**config.mk**
```make
export PLATFORM = sky130hd
export DESIGN_NAME = branch_resolve_unit
export DESIGN_NICKNAME = d
export VERILOG_FILES = /design/src/rtl/branch_resolve_unit.sv
export SDC_FILE = /design/constraint.sdc
export NUM_CORES = 1
export LEC_CHECK = 0
export BUFFER_PORTS_ARGS = -buffer_cell sky130_fd_sc_hd__buf_2
export CAP_MARGIN = 20
export CORE_AREA = 4 4 145 147
export CTS_BUF_LIST = sky130_fd_sc_hd__clkbuf_8
export DETAILED_ROUTE_END_ITERATION = 16
export DIE_AREA = 0 0 149 151
export PLACE_DENSITY = 0.85
export SETUP_SLACK_MARGIN = 0.5
export SLEW_MARGIN = 25
export SYNTH_ARGS = -nofsm -noshare
export SYNTH_HDL_FRONTEND = slang
export SYNTH_SLANG_ARGS = --single-unit
```
**constraint.sdc**
```tcl
create_clock -name clk -period 10.97 [get_ports clk]
set_input_delay 3.291 -clock clk [delete_from_list [all_inputs] [get_ports clk]]
set_output_delay 3.291 -clock clk [all_outputs]
set_load 0.05 [all_outputs]
```
**src/rtl/branch_resolve_unit.sv**
```systemverilog
// In-order tracker for in-flight conditional branches: records the fetch-time guess,
// checks it at execute, feeds the predictor update and raises flush on a mispredict.
module branch_resolve_unit #(
  parameter int DEPTH = 4,
  parameter int XLEN  = 32,
  parameter int CNT_W = 16
) (
  input  logic             clk,
  input  logic             rst,
  input  logic             if_push,
  input  logic             if_guess,
  input  logic [XLEN-1:0]  if_pc,
  input  logic [XLEN-1:0]  if_target,
  output logic             if_stall,
  input  logic             ex_resolve,
  input  logic             ex_taken,
  output logic             is_branch,
  output logic             Branch_taken,
  output logic             flush,
  output logic [XLEN-1:0]  redirect_pc,
  output logic [CNT_W-1:0] mispredict_cnt,
  output logic             underflow_err
);

  localparam int PTR_W = (DEPTH > 1) ? $clog2(DEPTH) : 1;
  localparam logic [PTR_W:0] FULL_CNT = (PTR_W + 1)'(DEPTH);

  function automatic logic [CNT_W-1:0] sat_inc(input logic [CNT_W-1:0] v);
    if (&v) return v;
    return v + CNT_W'(1);
  endfunction

  logic            guess_mem  [DEPTH];
  logic [XLEN-1:0] pc_mem     [DEPTH];
  logic [XLEN-1:0] target_mem [DEPTH];

  logic [PTR_W-1:0] wr_ptr, rd_ptr;
  logic [PTR_W:0]   count;

  // Stage p0: head lookup and resolve decision in the execute cycle
  logic            pop_p0, mis_p0, push_ok_p0, underflow_p0;
  logic [XLEN-1:0] fix_pc_p0;

  always_comb begin
    underflow_p0 = ex_resolve && (count == '0);
    pop_p0       = ex_resolve && (count != '0);
    mis_p0       = pop_p0 && (guess_mem[rd_ptr] != ex_taken);
    // A slot freed by a same-cycle pop lets a push through even when full;
    // a push alongside a mispredict is a wrong-path branch and is dropped.
    push_ok_p0   = if_push && !mis_p0 && ((count != FULL_CNT) || pop_p0);
    fix_pc_p0    = ex_taken ? target_mem[rd_ptr] : pc_mem[rd_ptr] + XLEN'(4);
  end

  assign if_stall = (count == FULL_CNT);

  always_ff @(posedge clk) begin
    if (push_ok_p0) begin
      guess_mem[wr_ptr]  <= if_guess;
      pc_mem[wr_ptr]     <= if_pc;
      target_mem[wr_ptr] <= if_target;
    end
  end

  always_ff @(posedge clk) begin
    if (rst) begin
      wr_ptr <= '0;
      rd_ptr <= '0;
      count  <= '0;
    end else if (mis_p0) begin
      wr_ptr <= '0;
      rd_ptr <= '0;
      count  <= '0;
    end else begin
      if (push_ok_p0) wr_ptr <= wr_ptr + PTR_W'(1);
      if (pop_p0)     rd_ptr <= rd_ptr + PTR_W'(1);
      case ({push_ok_p0, pop_p0})
        2'b10:   count <= count + (PTR_W + 1)'(1);
        2'b01:   count <= count - (PTR_W + 1)'(1);
        default: count <= count;
      endcase
    end
  end

  // Stage p1: registered predictor update and redirect
  logic             vld_p1, taken_p1, flush_p1, uf_p1;
  logic [XLEN-1:0]  redirect_p1;
  logic [CNT_W-1:0] cnt_p1;

  always_ff @(posedge clk) begin
    if (rst) begin
      vld_p1      <= 1'b0;
      taken_p1    <= 1'b0;
      flush_p1    <= 1'b0;
      redirect_p1 <= '0;
      cnt_p1      <= '0;
      uf_p1       <= 1'b0;
    end else begin
      vld_p1   <= pop_p0;
      taken_p1 <= pop_p0 ? ex_taken : 1'b0;
      flush_p1 <= mis_p0;
      if (mis_p0) begin
        redirect_p1 <= fix_pc_p0;
        cnt_p1      <= sat_inc(cnt_p1);
      end
      if (underflow_p0) uf_p1 <= 1'b1;
    end
  end

  assign is_branch      = vld_p1;
  assign Branch_taken   = taken_p1;
  assign flush          = flush_p1;
  assign redirect_pc    = redirect_p1;
  assign mispredict_cnt = cnt_p1;
  assign underflow_err  = uf_p1;

endmodule

```
# Word level (Yosys, flattened, before mapping)
# Memory sizes are Yosys's and may differ from the RTL's. A register that Yosys moved wholly into a read port is not among the register bits.
# Cells that the tools add are included.
# classes
n_addsub	6
reduce_logical	14
eq_ne	6
mux	14
n_bitwise	1
# op_table
operator	count
$add A32 B3 Y32 const B	1
$mux W32	1
$add A16 B1 Y16 const B	1
$mux W16	1
$reduce_and A16 Y1	1
$mux W2	6
$pmux W3 S2	1
$logic_and A1 B1 Y1	5
$mux W1	5
$add A2 B1 Y2 const B	2
$reduce_or A2 Y1	2
$add A3 B1 Y3 const B	1
$eq A3 B3 Y1 const B	1
$logic_not A3 Y1	1
$ne A3 B3 Y1 const B	1
$reduce_bool A3 Y1	1
$sub A3 B1 Y3 const B	1
$eq A2 B1 Y1 const B	1
$eq A2 B2 Y1 const B	1
$ne A2 B2 Y1 const B	1
$reduce_and A2 Y1	1
$reduce_bool A2 Y1	1
$logic_not A1 Y1	1
$logic_or A1 B1 Y1	1
other kinds (2)	2
# word_totals
ff_bits	59
memories	3
mem_bits_rw	260
word_cells	53
# memory_table
memory	words	width	read_ports	rd_clocked_by_memory_dff	write_ports	line	text
pc_mem	4	32	1	1	1	34	logic [XLEN-1:0] pc_mem [DEPTH];
target_mem	4	32	1	1	1	35	logic [XLEN-1:0] target_mem [DEPTH];
guess_mem	4	1	1	1	1	33	logic guess_mem [DEPTH];

# Longest topological paths before layout
# Gate-level depths: netlist (run 1).
# logic_depth
ltp_word	8
ltp_mapped	9

# Worst setup path after synthesis (run 1)
# OpenSTA, ideal clock, no wires.
# synth_path
path_type	input port to flip-flop
startpoint	input port ex_taken
endpoint	memory guess_mem[0], enable pin
setup_time_ps	430
t_required_ps	10540
path_stages	5
slack_ps	4805
arrival_time_ps	5735
cell_sequence	clkbuf_1 -> xnor2_2 -> nor2_2 -> nor2_2 -> and2_1
# synth_via
elab_chain_cells	7
# synth_rtl
item	line	text
start: declaration	16	input logic ex_taken,
$ne A1 B1 Y1	47	mis_p0 = pop_p0 && (guess_mem[rd_ptr] != ex_taken);
$logic_and A1 B1 Y1	47	
$logic_not A1 Y1	50	push_ok_p0 = if_push && !mis_p0 && ((count != FULL_CNT) || pop_p0);
$logic_and A1 B1 Y1 (2 in a row)	50	
$mux W1	57	if (push_ok_p0) begin
$mux W1 (not written as such)	58	guess_mem[wr_ptr] <= if_guess;
end: declaration	33	
# No other way between the ends.

# Worst setup path in the final report (run 1)
# layout_path
startpoint	input port ex_taken
endpoint	memory pc_mem[3][18], enable pin
# layout_via
elab_chain_cells	7
# layout_rtl
item	line	text
$ne A1 B1 Y1	47	
$logic_and A1 B1 Y1	47	
$logic_not A1 Y1	50	
$logic_and A1 B1 Y1 (2 in a row)	50	
$mux W1	57	
$mux W1 (not written as such)	59	pc_mem[wr_ptr] <= if_pc;
end: declaration	34	
# No other way between the ends.

==> impl_metrics.csv, run 1 <==
group,metric,value,unit
global_route,antenna_found_initial,0,
cts,root_buffer,"clkbuf_8",
layout,fin_util,72.6,%
cts,holdBufCountCts,0,
sta,max_slew_margin,37.5,%
pwr,p_total,3.50,mW
layout,antennaDiodeCount,0,
global_route,grt_pass1_wl,39.5,mm
layout,nets,957,
worst_setup_path,worstSetupPathType,"input pin to flop",
detailed_routing,num_vias,7107,
worst_setup_path,cp_max_fo,36,
pwr,p_sw_share,31.8,%
sta,worstMarginPinSlew,930,ps
worst_setup_path,cp.required,11150,ps
placed_design,dpl_worst_slack,4760,ps
detailed_routing,drt_iter0_drc,645,
layout,drive_gt1_share,29.8,%
sta,fin_skew,14.3,ps
detailed_routing,wl_per_cell,21.5,µm
global_route,grt_pass1_vias,7195,
logic_synthesis,avgSynthCellArea,17.4,µm²
logic_synthesis,synth_warnings,0,
detailed_routing,dr.pass1.iters,4,
die,io_pins,123,
logic_synthesis,synth_edf_count,260,
pwr,clockPowerShare,26.3,%
detailed_routing,postRouteAntennaNets,0,
worst_setup_path,reg2regPathDepth,6,
die,die-area,22500,µm²
sta,worst_slack,5330,ps
worst_setup_path,crit_path_end,"pc_mem[3][18]$_DFFE_PP_",
cts,clkLatencyLatePin,550,ps
sta,finalSetupViolCount,0,
hold_path,hold_path_class,"flop to flop",
placed_design,place_congestion,0.849,
cts,cts_buffer_depth,3,
logic_synthesis,yosysSeqAreaShare,71.4,%
sta,fin_crit_sh,51.4,%
cts,cts_sinks,321,
sta,period_minus_slack,5640,ps
worst_setup_path,timing.rr.end,"pc_mem[3][18]$_DFFE_PP_",
global_route,grt.total_usage,22.9,%
cts,cts_tree,"built",
placed_design,port_buffers,122,
run,maxCapViolations,0,
cts,post_cts_buffers,0,
die,core-area,19900,µm²
pwr,power_density,242,nW/µm²
die,row_count,52,
cts,path_clk_slew,60,ps
logic_synthesis,synth_fp_nets,802,
outcome,status,"finished, final reports clean",
pwr,leakage,5.01,nW
worst_setup_path,crit_path_start,"ex_taken",
sta,slew_viol_final,0,
logic_synthesis,netlist_instances,725,
layout,seq_area,9030,µm²
cts,cts_resized,0,
logic_synthesis,ys_types,58,
detailed_routing,viasPerCell,5.99,
sta,hold_viol,0,
pwr,pwr-share-comb,26.9,%
logic_synthesis,netlist_area,12600,µm²
sta,fmax,177,MHz
detailed_routing,drc,0,
cts,cts_made_buffers,48,
layout,fill_cells,1225,
sta,fin_tns_setup,0,ps
pwr,switchingPower,1.11,mW
die,die_y,151,µm
layout,multi_input_area,3440,µm²
detailed_routing,routed_wl,25.6,mm
pwr,ir_drop,129,µV
worst_setup_path,startpoint_type,"input pin",
pwr,seqPwrFrac,46.8,%
global_route,grt_max_degree,48,
logic_synthesis,synth-seq-cells,321,
logic_synthesis,synth_flop_cell,"edfxtp_1",
die,fp.dieW,149,µm
logic_synthesis,async_reset_ff_share,0,%
pwr,power.internal,2.39,mW
worst_setup_path,cp.arrival,5810,ps
worst_setup_path,r2r_slack,6870,ps
placed_design,dp_hpwl,16.5,mm
die,start_util,63.5,%
worst_setup_path,critPathCaptureType,"flop",
layout,area_growth,14.3,%
sta,rsz0062_at_grt,"false",
cts,h-tree-depth,2,
global_route,overflow,0,
critical path: stages:
cell     delay (ps)
buf_2           240
xnor2_2         390
nor2_2          220
nor2_2          280
and2_2          760
buf_4           580
logic make-up after synthesis:
| group | Yosys count | synth area share (%) |
|---|---|---|
| compound gates | 73 | 3.63 |
| fa+ha+maj | 7 | 0.752 |
| simple gates | 172 | 7.46 |
| buf+inv | 37 | 1.45 |
| mux | 72 | 12.3 |
| xor+xnor | 43 | 3.04 |
| flops | 321 | 71.4 |
placed cells by master, fill, tap and decap left out, types with 6 or more instances in the layout:
cell type and n:
a21oi_1 11, a22oi_1 16, buf_2 122, buf_4 8, clkbuf_8 54, clkinv_1 11
dfxtp_1 59, edfxtp_1 260, ha_1 6, inv_1 28, mux2i_1 7, mux4_2 61
nand2_1 34, nand3_1 18, nand4_1 15, nor2_1 50, nor3_1 14, o21ai_0 18
o21ai_1 12, xnor2_1 19, xor2_1 23
worst min-delay path by stage:
| stage | from | end | slack [ps] | depth (start not counted) |
|---|---|---|---|---|
| finish | underflow_err$_SDFFE_PP0P_ | underflow_err$_SDFFE_PP0P_ | 460 | 2 |
| global route | redirect_pc[9]$_SDFFE_PP0P_ | redirect_pc[9]$_SDFFE_PP0P_ | 510 | 2 |
| CTS | underflow_err$_SDFFE_PP0P_ | underflow_err$_SDFFE_PP0P_ | 470 | 2 |
| detailed placement | underflow_err$_SDFFE_PP0P_ | underflow_err$_SDFFE_PP0P_ | 450 | 2 |
| global placement | underflow_err$_SDFFE_PP0P_ | underflow_err$_SDFFE_PP0P_ | 450 | 2 |
| floorplan | rd_ptr[1]$_SDFFE_PP0P_ | flop | 480 | 2 |
cells in the mapped netlist, types with 4 or more instances:
cell,n,area [µm²]
a211oi_1,4,30.0
a21oi_1,11,55.1
a22oi_1,16,120
and2_1,8,50.1
and3_1,4,25.0
buf_2,9,45.0
buf_4,4,30.0
clkbuf_1,8,30.0
dfxtp_1,61,1220
edfxtp_1,260,7810
ha_1,6,75.1
inv_1,12,45.0
mux2i_1,7,70.1
mux4_1,4,105
mux4_2,61,1370
nand2_1,34,128
nand2b_1,4,25.0
nand3_1,18,90.1
nand4_1,15,93.8
nor2_1,50,188
nor3_1,14,70.1
o21ai_0,18,90.1
o21ai_1,12,60.1
xnor2_1,19,166
xor2_1,23,201
flip-flops by register name (all words and copies together) (netlist names), named ones only:
register	cells
count	3
pc_mem	128
guess_mem	4
target_mem	128
wr_ptr	2
Branch_taken	1
underflow_err	1
redirect_pc	32
flush	1
rd_ptr	2
mispredict_cnt	16
is_branch	1
power by group through the flow:
stage | Sequential (mW) | Combinational [mW] | Clock, mW
detailed placement | 1.67 | 0.940 | 0
CTS | 1.65 | 0.947 | 0.938
global route | 1.66 | 1.01 | 0.999
floorplan | 1.72 | 0.639 | 0
finish | 1.64 | 0.942 | 0.920
global placement | 1.66 | 0.917 | 0
final cells by class:
type                            count  share of cell area, %
Clock inverter                     33                   1.26
Multi-Input combinational cell    367                   23.8
Tap cell                          270                   2.34
Timing Repair Buffer              130                   4.64
Clock buffer                       54                   5.14
Inverter                           12                  0.312
Sequential cell                   321                   62.5
per-layer routing:
| metal | up-vias | track usage (%) | routed length (µm) |
|---|---|---|---|
| met5 | - | 0 | 0 |
| met4 | 0 | 8.01 | 726 |
| met3 | 61 | 4.55 | 1670 |
| met2 | 302 | 36.7 | 12800 |
| met1 | 3554 | 32.3 | 10400 |
| li1 | 3190 | - | - |
per-stage QoR:
stage / hold slack (ps) / area (µm²) / instances
after CTS: 465 / 14400 / 1187
after global routing: 510 / 14400 / 1187
final: 458 / 14400 / 1187
after detailed placement: 449 / 13500 / 1100
after floorplan: 485 / 12600 / 725
after global placement: 447 / 13500 / 1100
Note: power is estimated with default switching activity, not from simulation.
==> run 2: changes to the inputs <==
- CORE_AREA: 4 4 145 147 -> 4 4 157 159
- DIE_AREA: 0 0 149 151 -> 0 0 161 163
- PLACE_DENSITY: 0.85 -> 0.77
- clock period: 10.97 -> 5.1 ns (I/O delays scaled with it)
==> impl_metrics.csv, run 2 (synthesized netlist as in run 1, its figures left out) <==
group,metric,value,unit
outcome,status,"finished, final reports clean",
pwr,ir_drop,246,µV
global_route,grt_max_degree,66,
cts,cts_buffer_depth,3,
run,maxCapViolations,0,
hold_path,hold_path_class,"flop to flop",
detailed_routing,viasPerCell,5.61,
placed_design,port_buffers,122,
cts,h-tree-depth,2,
die,io_pins,123,
die,fp.dieW,161,µm
die,row_count,56,
detailed_routing,postRouteAntennaNets,0,
die,die-area,26200,µm²
cts,post_cts_buffers,0,
cts,root_buffer,"clkbuf_8",
cts,cts_tree,"built",
global_route,grt.total_usage,19.4,%
sta,slew_viol_final,0,
worst_setup_path,critPathCaptureType,"flop",
worst_setup_path,cp_max_fo,65,
worst_setup_path,r2r_slack,1980,ps
cts,path_clk_slew,60,ps
placed_design,place_congestion,0.824,
layout,seq_area,9030,µm²
detailed_routing,wl_per_cell,20.4,µm
layout,fill_cells,1709,
detailed_routing,num_vias,6971,
detailed_routing,drc,0,
die,die_y,163,µm
layout,final_common_cell,"edfxtp_1",
placed_design,dp_hpwl,16.2,mm
sta,fin_crit_sh,61.2,%
global_route,grt_pass1_vias,7072,
worst_setup_path,worstSetupPathType,"flop to flop",
detailed_routing,dr.pass1.iters,4,
layout,drive_gt1_share,29.5,%
layout,nets,959,
pwr,power_density,515,nW/µm²
sta,period_minus_slack,3120,ps
global_route,overflow,0,
worst_setup_path,cp.arrival,3320,ps
layout,multi_input_area,3440,µm²
cts,holdBufCountCts,0,
pwr,p_total,7.49,mW
die,start_util,54.4,%
cts,cts_made_buffers,50,
sta,fin_skew,25.0,ps
global_route,grt_pass1_wl,39.5,mm
sta,max_slew_margin,44.6,%
detailed_routing,routed_wl,25.3,mm
layout,layout_common_cells,"edfxtp_1 (260), buf_2 (122), mux4_2 (61)",
placed_design,dpl_worst_slack,1490,ps
cts,clkLatencyLatePin,560,ps
worst_setup_path,startpoint_type,"flop",
sta,fmax,320,MHz
pwr,leakage,5.02,nW
layout,antennaDiodeCount,0,
worst_setup_path,cp.required,5300,ps
sta,finalSetupViolCount,0,
global_route,antenna_found_initial,0,
sta,rsz0062_at_grt,"false",
sta,worst_slack,1980,ps
detailed_routing,drt_iter0_drc,426,
sta,hold_viol,0,
sta,fin_tns_setup,0,ps
cts,cts_resized,0,
die,core-area,23300,µm²
cts,cts_sinks,321,
sta,worstMarginPinSlew,830,ps
layout,area_growth,15.1,%
==> run 2: cell types whose count changed in the layout (fill, tap and decap cells not counted), sizes merged <==
cell | previous run | this run
clkbuf | 54 | 53
inv | 28 | 29
clkinv | 15 | 23
bufinv | 2 | 1
==> run 2: metrics by stage <==
stage	instances	util [%]	instance area (µm²)	hold WS, ps
2_1_floorplan	725	-	12600	485
3_3_place_gp	1149	58.6	13600	433
3_5_place_dp	1149	58.6	13600	441
4_1_cts	1243	62.6	14600	447
5_1_grt	1243	62.6	14600	468
6_report	1243	62.6	14600	446
==> run 2: final cells by class <==
class / count / area share, %
Sequential cell: 321 / 62.1
Multi-Input combinational cell: 367 / 23.6
Clock buffer: 53 / 5.01
Timing Repair Buffer: 130 / 4.95
Tap cell: 319 / 2.74
Clock inverter: 41 / 1.29
Inverter: 12 / 0.310
==> run 2: power by group <==
part	total [mW]	internal [mW]	switching, mW
Sequential	3.50	3.30	0.199
Combinational	2.06	0.793	1.27
Clock	1.93	1.01	0.925
==> run 2: worst max-delay path, stage by stage, from the launching register on <==
cell and delay [ps]:
dfxtp_4 640, mux4_2 660, xnor2_2 330, nor2_2 210
nor2_2 290, and2_2 220, buf_12 290
==> run 2: worst paths after layout <==
check | start | end | cells past startpoint
setup reg to reg | flop | target_mem[1][28]$_DFFE_PP_ | 6
setup / recovery | flop | target_mem[1][28]$_DFFE_PP_ | 6
hold reg to reg | redirect_pc[20]$_SDFFE_PP0P_ | redirect_pc[20]$_SDFFE_PP0P_ | 2
hold / removal | redirect_pc[20]$_SDFFE_PP0P_ | redirect_pc[20]$_SDFFE_PP0P_ | 2
==> run 2: per-layer routing <==
layer	vias up	global-route usage [%]	part of all wire (%)
li1	3192	-	-
met1	3551	27.7	44
met2	195	30.7	49
met3	33	3.54	5.1
met4	0	6.82	2.2
met5	-	0	0
